===== config.mk =====
export PLATFORM = sky130hd
export DESIGN_NAME = fib_seq_gen
export DESIGN_NICKNAME = d
export VERILOG_FILES = /design/src/rtl/fib_seq_gen.sv
export SDC_FILE = /design/constraint.sdc
export NUM_CORES = 1
export LEC_CHECK = 0
export ABC_AREA = 1
export ABC_CLOCK_PERIOD_IN_PS = 2400
export BUFFER_PORTS_ARGS = -buffer_cell sky130_fd_sc_hd__buf_2
export CORE_ASPECT_RATIO = 2
export CORE_UTILIZATION = 40
export CTS_CLUSTER_SIZE = 20
export DETAILED_ROUTE_END_ITERATION = 8
export GPL_TIMING_DRIVEN = 0
export HOLD_SLACK_MARGIN = 0.12
export PLACE_DENSITY_LB_ADDON = 0.2
export SLEW_MARGIN = 20
export SYNTH_ARGS = -nofsm -noshare
export SYNTH_HDL_FRONTEND = slang
export SYNTH_SLANG_ARGS = --single-unit

===== constraint.sdc =====
create_clock -name i_clk -period 2.4 [get_ports i_clk]
set_clock_uncertainty 0.15 [all_clocks]
set_input_delay 0.36 -clock i_clk [delete_from_list [all_inputs] [get_ports i_clk]]
set_output_delay 0.36 -clock i_clk [all_outputs]
set_load 0.01 [all_outputs]

===== src/rtl/fib_seq_gen.sv =====
// Fibonacci term generator.
// Walks F(0)..F(N_TERMS-1) upward one term per step tick. With mode 0 it then
// retraces back down to F(0) by subtraction; with mode 1 it stops at the top.
// The ascent turns around early if the next sum would not fit in WIDTH bits,
// and the sticky o_ovf flag records that this happened.
//
//  state     | meaning
//  ----------+------------------------------------------------------------
//  S_IDLE    | waiting for i_start; outputs hold the last run's final term
//  S_INIT    | load F(0)/F(1) into cur/nxt, announce TERM=0, IDX=0
//  S_ASCEND  | on each tick: step up, or turn around at last index / carry
//  S_DESCEND | on each tick: step down; finish when IDX reaches 0
module fib_seq_gen #(
  parameter int WIDTH   = 11,
  parameter int N_TERMS = 16,
  parameter int CNT_W   = $clog2(N_TERMS)
) (
  input  logic             i_clk,
  input  logic             i_rst,
  input  logic             i_start,
  input  logic             i_mode,
  input  logic             i_step_en,
  output logic [WIDTH-1:0] o_term,
  output logic [CNT_W-1:0] o_idx,
  output logic             o_term_valid,
  output logic             o_busy,
  output logic             o_done,
  output logic             o_ovf
);

  typedef enum logic [1:0] {
    S_IDLE    = 2'd0,
    S_INIT    = 2'd1,
    S_ASCEND  = 2'd2,
    S_DESCEND = 2'd3
  } state_t;

  localparam logic [CNT_W-1:0] LP_IDX_LAST = CNT_W'(N_TERMS - 1);

  state_t           r_state;
  state_t           w_state_nxt;
  logic [WIDTH-1:0] r_cur;
  logic [WIDTH-1:0] r_nxt;
  logic [WIDTH-1:0] w_cur_nxt;
  logic [WIDTH-1:0] w_nxt_nxt;
  logic [CNT_W-1:0] r_idx;
  logic [CNT_W-1:0] w_idx_nxt;
  logic             r_mode;
  logic             w_mode_nxt;
  logic             r_valid;
  logic             w_valid_nxt;
  logic             r_done;
  logic             w_done_nxt;
  logic             r_ovf;
  logic             w_ovf_nxt;
  logic [WIDTH:0]   w_sum;
  logic             w_carry;
  logic             w_last;

  // One extra bit on the sum so that its top bit is the overflow indication.
  assign w_sum   = {1'b0, r_cur} + {1'b0, r_nxt};
  assign w_carry = w_sum[WIDTH];
  assign w_last  = (r_idx == LP_IDX_LAST);

  // Next-state and next-datapath decode; everything holds unless a case moves it.
  always_comb begin
    w_state_nxt = r_state;
    w_cur_nxt   = r_cur;
    w_nxt_nxt   = r_nxt;
    w_idx_nxt   = r_idx;
    w_mode_nxt  = r_mode;
    w_ovf_nxt   = r_ovf;
    w_valid_nxt = 1'b0;
    w_done_nxt  = 1'b0;
    case (r_state)
      S_IDLE: begin
        if (i_start) begin
          w_mode_nxt  = i_mode;
          w_ovf_nxt   = 1'b0;
          w_state_nxt = S_INIT;
        end
      end
      S_INIT: begin
        w_cur_nxt   = '0;
        w_nxt_nxt   = WIDTH'(1);
        w_idx_nxt   = '0;
        w_valid_nxt = 1'b1;
        w_state_nxt = S_ASCEND;
      end
      S_ASCEND: begin
        if (i_step_en) begin
          if (w_last || w_carry) begin
            // Turnaround consumes this tick without touching the datapath.
            if (w_carry) begin
              w_ovf_nxt = 1'b1;
            end
            if (r_mode) begin
              w_done_nxt  = 1'b1;
              w_state_nxt = S_IDLE;
            end else begin
              w_state_nxt = S_DESCEND;
            end
          end else begin
            w_cur_nxt   = r_nxt;
            w_nxt_nxt   = w_sum[WIDTH-1:0];
            w_idx_nxt   = r_idx + CNT_W'(1);
            w_valid_nxt = 1'b1;
          end
        end
      end
      S_DESCEND: begin
        if (i_step_en) begin
          // nxt is always the successor of cur, so nxt - cur is never negative.
          w_cur_nxt   = r_nxt - r_cur;
          w_nxt_nxt   = r_cur;
          w_idx_nxt   = r_idx - CNT_W'(1);
          w_valid_nxt = 1'b1;
          if (r_idx == CNT_W'(1)) begin
            w_done_nxt  = 1'b1;
            w_state_nxt = S_IDLE;
          end
        end
      end
      default: begin
        w_state_nxt = S_IDLE;
      end
    endcase
  end

  // State and datapath registers with synchronous reset.
  always_ff @(posedge i_clk) begin
    if (i_rst) begin
      r_state <= S_IDLE;
      r_cur   <= '0;
      r_nxt   <= '0;
      r_idx   <= '0;
      r_mode  <= 1'b0;
      r_valid <= 1'b0;
      r_done  <= 1'b0;
      r_ovf   <= 1'b0;
    end else begin
      r_state <= w_state_nxt;
      r_cur   <= w_cur_nxt;
      r_nxt   <= w_nxt_nxt;
      r_idx   <= w_idx_nxt;
      r_mode  <= w_mode_nxt;
      r_valid <= w_valid_nxt;
      r_done  <= w_done_nxt;
      r_ovf   <= w_ovf_nxt;
    end
  end

  assign o_term       = r_cur;
  assign o_idx        = r_idx;
  assign o_term_valid = r_valid;
  assign o_busy       = (r_state != S_IDLE);
  assign o_done       = r_done;
  assign o_ovf        = r_ovf;

endmodule


---- Yosys cells after proc, flatten, opt, wreduce, memory -nomap -nowiden ----
Cells that the tools add are included.
word-level totals
  output and inout bits ................... 19
  bits of input ports ..................... 5
  word-level logic and storage cells ...... 67
  register bits ........................... 32
operators by class
  reductions and logical operators ........ 9
  add/subtract/negate cells ............... 4
  equality and inequality tests ........... 12
  multiplexer cells ....................... 34
operators with widths
  operator                                          count
  2-to-1 mux 11 bit                                 6
  case mux 11 bit (3 select lines)                  2
  inequality test 2 bit, second input constant      7
  adder 11 x 11 -> 12 bit                           1
  2-to-1 mux 1 bit                                  12
  2-to-1 mux 2 bit                                  6
  2-to-1 mux 4 bit                                  3
  case mux 4 bit (3 select lines)                   1
  subtractor 11 bit                                 1
  AND reduction 5 bit                               2
  case mux 2 bit (4 select lines)                   1
  adder 4 x 1 -> 4 bit, second input constant       1
  == test 2 bit, second input constant              2
  == test 4 x 1 -> 1 bit, second input constant     1
  == test 4 bit, second input constant              1
  case mux 1 bit (2 select lines)                   2
  AND reduction 4 bit                               1
  nonzero test 2 bit                                2
  subtractor 4 x 1 -> 4 bit, second input constant  1
  case mux 1 bit (3 select lines)                   1
  nonzero test 3 bit                                1
  == test 2 x 1 -> 1 bit, second input constant     1
  zero test 2 bit                                   1
  AND reduction 2 bit                               1
  logical OR 1 bit                                  1

---- Logic depth before layout (Yosys ltp) ----
Gate-level depths: netlist (run 1).
  depth after elaboration ................. 5
  depth in mapped cells ................... 16
  gate-level depth less buffers ........... 14

---- Worst setup path after synthesis (run 1) ----
No wires, ideal clock.
  kind .................................... register to register
  start ................................... register r_cur[3], in the netlist o_term[3]
  end ..................................... register r_cur[10], in the netlist o_term[10]
  data required time ...................... 2.139 ns
  setup time .............................. 0.111 ns
  arrival time ............................ 1.813 ns
  slack ................................... 0.326 ns
  stages on the path, launching flop included .. 15
  clock period less this slack ............ 2.074 ns
  cell sequence ........................... dfxtp_1 inv_1 ha_1 buf_2 nor2_2 nand2_1 nor2_1 nand2_2 nand4_4 nand2_2 nand2_4 buf_6 nand2_1 nand2_1 nor2_1
between the ends
  word-level cells in the longest chain between the ends .. 4
  elaborated cells on any way between the ends .. 7
  those cells by class .................... add/sub (2); eq/ne (1); mux (2); reduce/logical (2)
RTL lines
  item                                    RTL line  RTL
  from (decl)                             42        logic [WIDTH-1:0] r_cur;
  from (signal assigned)                  143       r_cur <= w_cur_nxt;
  adder 11 x 11 -> 12 bit                 61        assign w_sum = {1'b0, r_cur} + {1'b0, r_nxt};
  logical OR 1 bit                        92        if (w_last || w_carry) begin
  inequality test 2 bit (no source line)  --
  AND reduction 4 bit (no source line)    --
Parallel ways exist; a longest one is shown, timed or not. The select of a mux whose other input is x is not followed.
A chain may end at the register's enable or synchronous reset.

---- Final worst setup path (run 1) ----
  start ................................... register r_cur[6], in the netlist o_term[6]
  end ..................................... register r_cur[1], in the netlist o_term[1]
between the ends
  word-level cells in the longest chain between the ends .. 4
RTL lines
  item                                    RTL line
  adder 11 x 11 -> 12 bit                 61
  logical OR 1 bit                        92
  inequality test 2 bit (no source line)  --
  AND reduction 4 bit (no source line)    --
Every way passes these cells.

==> results of run 1 <==
-- cell type report --
type                    count  area share
repair buffers             23      0.0349
well taps                  90      0.0342
plain buffers              20      0.0380
clock buffers               6      0.0391
inverters                  69      0.0786
flip-flops and latches     32       0.196
clock inverters             2      0.0106
multi-input cells         359       0.568
-- power breakdown --
part	internal (mW)	leakage (nW)	total (mW)	switching, mW
combinational	1.22	1.39	3.54	2.32
clock	0.488	0.0808	0.734	0.246
sequential	0.748	0.265	0.987	0.239
total	2.46	1.73	5.26	2.81
-- worst paths after layout --
kind                       endpoint  slack (ns)  cells past startpoint
max          o_term[1]$_SDFFE_PP0P_        0.13                     15
min             r_mode$_SDFFE_PP0P_        0.16                      3
max reg2reg  o_term[1]$_SDFFE_PP0P_        0.13                     15
min reg2reg      o_ovf$_SDFFE_PP0P_        0.33                      2
-- synthesized netlist by cell type, drive strengths merged (2+ instances only) --
cell type  instances
a21oi             30
a31oi              2
buf               15
clkbuf             5
dfxtp             32
fa                 2
ha                24
inv               68
nand2            146
nand3             40
nand4              8
nor2              66
o21ai             23
o21bai             3
o22ai              4
xnor2              2
-- metrics by stage --
step / TNS [ns] / utilization / worst slack (ns) / instances
3_3_place_gp: 0 / 0.447 / 0.0894 / 593
3_5_place_dp: 0 / 0.447 / 0.0569 / 593
6_report: 0 / 0.475 / 0.132 / 601
5_1_grt: -0.0103 / 0.475 / -0.00711 / 601
2_1_floorplan: 0 / - / 0.326 / 480
4_1_cts: 0 / 0.471 / 0.0482 / 601
-- metal layers --
metal	wire length, um	global-route usage
met4	572	0.186
met3	491	0.0382
met2	4720	0.452
met1	3230	0.280
met5	0	0
-- timing repair --
action,in CTS,in global routing
endpoints found under the setup margin,0,26
setup buffers,0,0
resized for setup,0,11
hold buffers,0,0
-- tightest hold or removal path, delay by kind of cell --
kind / cells / cell delay (ns)
buffers and inverters: 1 / 0.08
and+or+nand+nor: 2 / 0.13
-- logic make-up after synthesis --
logic type | Yosys count | share of synthesized area
adder cells (fa/ha/maj) | 26 | 0.118
buffers and inverters | 89 | 0.132
flip-flops | 32 | 0.223
AO/OA/AOI/OAI | 67 | 0.132
XOR/XNOR | 2 | 0.00610
AND/OR/NAND/NOR | 264 | 0.388
-- layout by cell type (no fill, tap or decap), types with 4 or more instances in the layout --
master	count
nand3_1	40
nand2_1	142
o22ai_1	4
inv_2	5
o21ai_0	19
dfxtp_2	5
nor2_1	62
buf_4	5
nand4_1	7
o21ai_1	4
inv_1	63
buf_2	30
dfxtp_1	27
clkbuf_1	6
ha_1	23
a21oi_1	28
clkbuf_16	5
-- registers in the layout, summed over array words and instances (netlist names) --
signal / flops
r_mode: 1
o_term: 11
o_idx: 4
r_nxt: 11
r_state: 2
o_done: 1
o_ovf: 1
o_term_valid: 1
==> flow_summary.yaml, run 1 <==
grt:
  first_global_vias: 2953
  antenna_found_initial: 0
  grt_max_degree: 11
  grt_pass1_wl_mm: 14.2
  grt.overflow.total: 0
  grtUsageTotal: 0.264
timing:
  whs_ns: 0.164
  rsz0062_at_grt: "true"
  worstMarginPinSlew_ns: 0.646
  finalHoldViolCount: 0
  relSlewSlack: 0.569
  drv_slew: 0
  fin_crit_ns: 2.27
  setup_viol: 0
  finalCritPeriodShare: 0.945
  max_freq_mhz: 441
detailed_routing:
  drc: 0
  ant_nets: 0
  vias: 3160
  routed_via_density: 5.26
  finalWirelength_mm: 9.01
  dr.pass1.iters: 7
  routedWlPerCell_um: 15.0
  first_iter_violations: 165
clocking:
  clkLatencyLatePin_ns: 0.28
  root_buffer: "clkbuf_16"
  htreeDepth: 2
  clk_pin_slew_ns: 0.06
  cts.sinks: 32
  clock_path_buffers: 2
  cts_tree: "done"
  cts_buffers: 5
setup_path:
  r2r-start: "o_term[6]$_SDFFE_PP0P_"
  crit_path_start: "o_term[6]$_SDFFE_PP0P_"
  endpoint_kind: "register"
  path_max_fanout: 10
  worst-setup-path-type: "reg -> reg"
  crit_buf_inv: 5
  required_ns: 2.42
  crit_chain: "inv_1 > ha_1 > buf_4 > inv_2 > nand2_1 > nand2_1 > inv_1 > nand2_1 > nand2_1 > nand4_4 > nand2_4 > nand2_4 > buf_6 > o21ai_1 > nor2_1"
  path_common_cell: "nand2_1"
  startpoint_type: "register"
  critPathTopFamily: "simple AND/OR/NAND/NOR gates"
  cpMaxStageDelayCell: "dfxtp_1"
  arrival_ns: 2.29
  critPathMaxStageDelay_ns: 0.39
pwr:
  power.leakage_nw: 1.73
  total_power_mw: 5.26
  peakVddDrop_mv: 0.891
  power_density_nw_per_um2: 1600
min_path:
  min-delay-start: "i_mode"
  hold_class: "in -> reg"
placed_design:
  place.gp.congestion: 0.920
  io_buffers: 23
  place_hpwl_mm: 6.87
  placed_area_um2: 3100
logic_synthesis:
  syn-num-nets: 511
  yosys_warnings: 0
  ys_types: 37
  synth_area_leaders: "dfxtp_1 22%, nand2_1 19%, ha_1 10%"
  syn_area_um2: 2870
  ys_async_sr_fraction: 0
  ys_ff_latch: 32
  synth_edf_count: 0
  yosys.area.top_type: "dfxtp_1"
  netlist.area_leader.share: 0.223
  seq_area_frac_synth: 0.223
  synth_flop_cell: "dfxtp_1"
  syn_inst: 480
  postSynthAreaPerCell_um2: 5.99
layout:
  nets: 541
  area_growth_pct: 14.7
  drive_above_1_share: 0.135
  fill_cells: 762
  post-route-cell-area_um2: 3300
  multi_input_area_um2: 1870
  num_antenna_cells: 0
  regArea_um2: 647
run:
  drv_cap: 0
floorplanning:
  rows: 43
  start_util: 0.414
  coreArea_um2: 6940
  die-width_um: 61.9
  ios: 24
  dieHeight_um: 122
  design.die.area_um2: 7550
run_status:
  status: "finished, final reports clean"
Note: power is estimated with default switching activity, not from simulation.
==> run 2, diff against run 1 <==
Settings changed: BUFFER_PORTS_ARGS -buffer_cell sky130_fd_sc_hd__buf_2 to -buffer_cell sky130_fd_sc_hd__buf_4.
==> run 2 against run 1 <==
  * Highest routed layer unchanged
  * Register-to-register slack barely moved
  * Largest cell class unchanged
  * Worst hold slack improved by 0.0093 ns
  * Utilization rose by 0.92 points
  * Sequential share of layout area shrank 0.30 points
  * Clock power decreased by 18%
==> flow_summary.yaml, run 2 (synthesis results as in run 1) <==
timing:
  fin_crit_ns: 2.26
  relSlewSlack: 0.597
  finalCritPeriodShare: 0.942
  max_freq_mhz: 443
  drv_slew: 0
  fin_setup_tns_ns: 0
  worstMarginPinSlew_ns: 0.605
  setup_viol: 0
  finalHoldViolCount: 0
  rsz0062_at_grt: "false"
floorplanning:
  dieHeight_um: 122
  start_util: 0.414
  die-width_um: 61.9
  ios: 24
  coreArea_um2: 6940
  design.die.area_um2: 7550
  rows: 43
setup_path:
  path_common_cell: "nand2_2"
  crit_chain: "inv_1 > ha_1 > buf_4 > inv_2 > a21oi_4 > nand2_2 > nand2_2 > nand4_4 > nand2_4 > nand2_8 > buf_8 > o21ai_1 > nor2_1"
  endpoint_kind: "register"
  path_max_fanout: 10
  worst-setup-path-type: "reg -> reg"
  arrival_ns: 2.28
  required_ns: 2.42
  crit_buf_inv: 4
  critPathMaxStageDelay_ns: 0.34
  cpMaxStageDelayCell: "dfxtp_2"
  startpoint_type: "register"
  critPathTopFamily: "simple AND/OR/NAND/NOR gates"
grt:
  grt_busiest_layer: "met2"
  grt.overflow.total: 0
  first_global_vias: 2923
  grt_pass1_wl_mm: 14.0
  antenna_found_initial: 0
  grt_max_degree: 11
  grtUsageMet2: 0.447
  use_met1: 0.270
  grtUsageTotal: 0.259
  grt_use_met3: 0.0435
clocking:
  cts_buffers: 5
  postCtsHoldBufs: 0
  cts_tree: "done"
  clkLatencyLatePin_ns: 0.28
  root_buffer: "clkbuf_16"
  clock_path_buffers: 2
  htreeDepth: 2
  cts.sinks: 32
  clk_pin_slew_ns: 0.05
layout:
  regArea_um2: 649
  nets: 542
  area_growth_pct: 16.9
  drive_above_1_share: 0.139
  multi_input_area_um2: 1880
  fill_cells: 755
  num_antenna_cells: 0
  fin_cells: 601
  final_common_cell: "nand2_1"
  final_cell_mix: "142 x nand2_1, 63 x inv_1, 60 x nor2_1"
detailed_routing:
  ant_nets: 0
  finalWirelength_mm: 8.87
  drc: 0
  first_iter_violations: 145
  routedWlPerCell_um: 14.8
  vias: 3110
  routed_via_density: 5.17
  dr.pass1.iters: 4
pwr:
  power.leakage_nw: 1.74
  peakVddDrop_mv: 1.01
  power_density_nw_per_um2: 1560
run_status:
  status: "finished, final reports clean"
placed_design:
  place.gp.congestion: 0.930
  io_buffers: 23
  dp_cells: 593
  place_hpwl_mm: 6.87
run:
  drv_cap: 0
min_path:
  hold_class: "in -> reg"
==> run 2: changes by cell type in the layout (fill, tap and decap cells not counted), moves of 2 or more <==
cell,before,now
nor2_1,62,60
buf_2,30,6
buf_8,0,3
buf_6,3,1
buf_4,5,29
nor2_2,1,3
dfxtp_2,5,7
dfxtp_1,27,25
==> run 2: per-stage QoR <==
| stage | hold slack [ns] | total power, mW | util | instance area (um^2) | setup WS [ns] |
|---|---|---|---|---|---|
| after floorplan | 0.279 | 3.51 | - | 2870 | 0.326 |
| after global placement | 0.315 | 4.43 | 0.455 | 3160 | 0.0833 |
| after detailed placement | 0.319 | 4.49 | 0.455 | 3160 | 0.0356 |
| after CTS | 0.174 | 5.11 | 0.474 | 3290 | 0.0221 |
| after global routing | 0.179 | 5.76 | 0.484 | 3360 | 0.00475 |
| final | 0.173 | 5.22 | 0.484 | 3360 | 0.140 |
==> run 2: layout make-up <==
type | instances | area share
Multi-Input combinational cell | 359 | 0.560
Sequential cell | 32 | 0.193
Inverter | 69 | 0.0771
Timing Repair Buffer | 24 | 0.0536
Buffer | 20 | 0.0425
Clock buffer | 6 | 0.0384
Tap cell | 90 | 0.0335
Clock inverter | 1 | 0.00149
==> run 2: metal layers <==
metal,wire length (um),vias up,share of wire
li1,-,1578,-
met1,3150,1402,0.35
met2,4610,98,0.52
met3,448,32,0.050
met4,665,0,0.075
met5,0,-,0
==> run 2: tightest hold or removal path, cell delays in order <==
cell,delay (ns)
buf_4,0.08
nor2_1,0.03
nor2_1,0.10
==> run 2: worst paths after layout <==
path	start	endpoint	slack [ns]	cells past startpoint
worst max-delay path	o_term[2]$_SDFFE_PP0P_	o_term[1]$_SDFFE_PP0P_	0.14	13
worst min-delay path	i_mode	r_mode$_SDFFE_PP0P_	0.17	3
worst max register to register	o_term[2]$_SDFFE_PP0P_	o_term[1]$_SDFFE_PP0P_	0.14	13
worst min register to register	o_ovf$_SDFFE_PP0P_	o_ovf$_SDFFE_PP0P_	0.33	2
==> run 2: what timing repair did <==
action | in CTS | in global routing
setup endpoints to repair | 0 | 26
resized for setup | 0 | 20
buffers inserted | 0 | 1
hold endpoints to repair | 0 | 0
==> run 2: report_power, final <==
group          leakage, nW  internal (mW)  total (mW)  switching, mW
clock network       0.0667          0.376       0.604          0.228
logic                 1.41           1.31        3.63           2.31
registers            0.265          0.751       0.996          0.245
total                 1.74           2.44        5.22           2.78
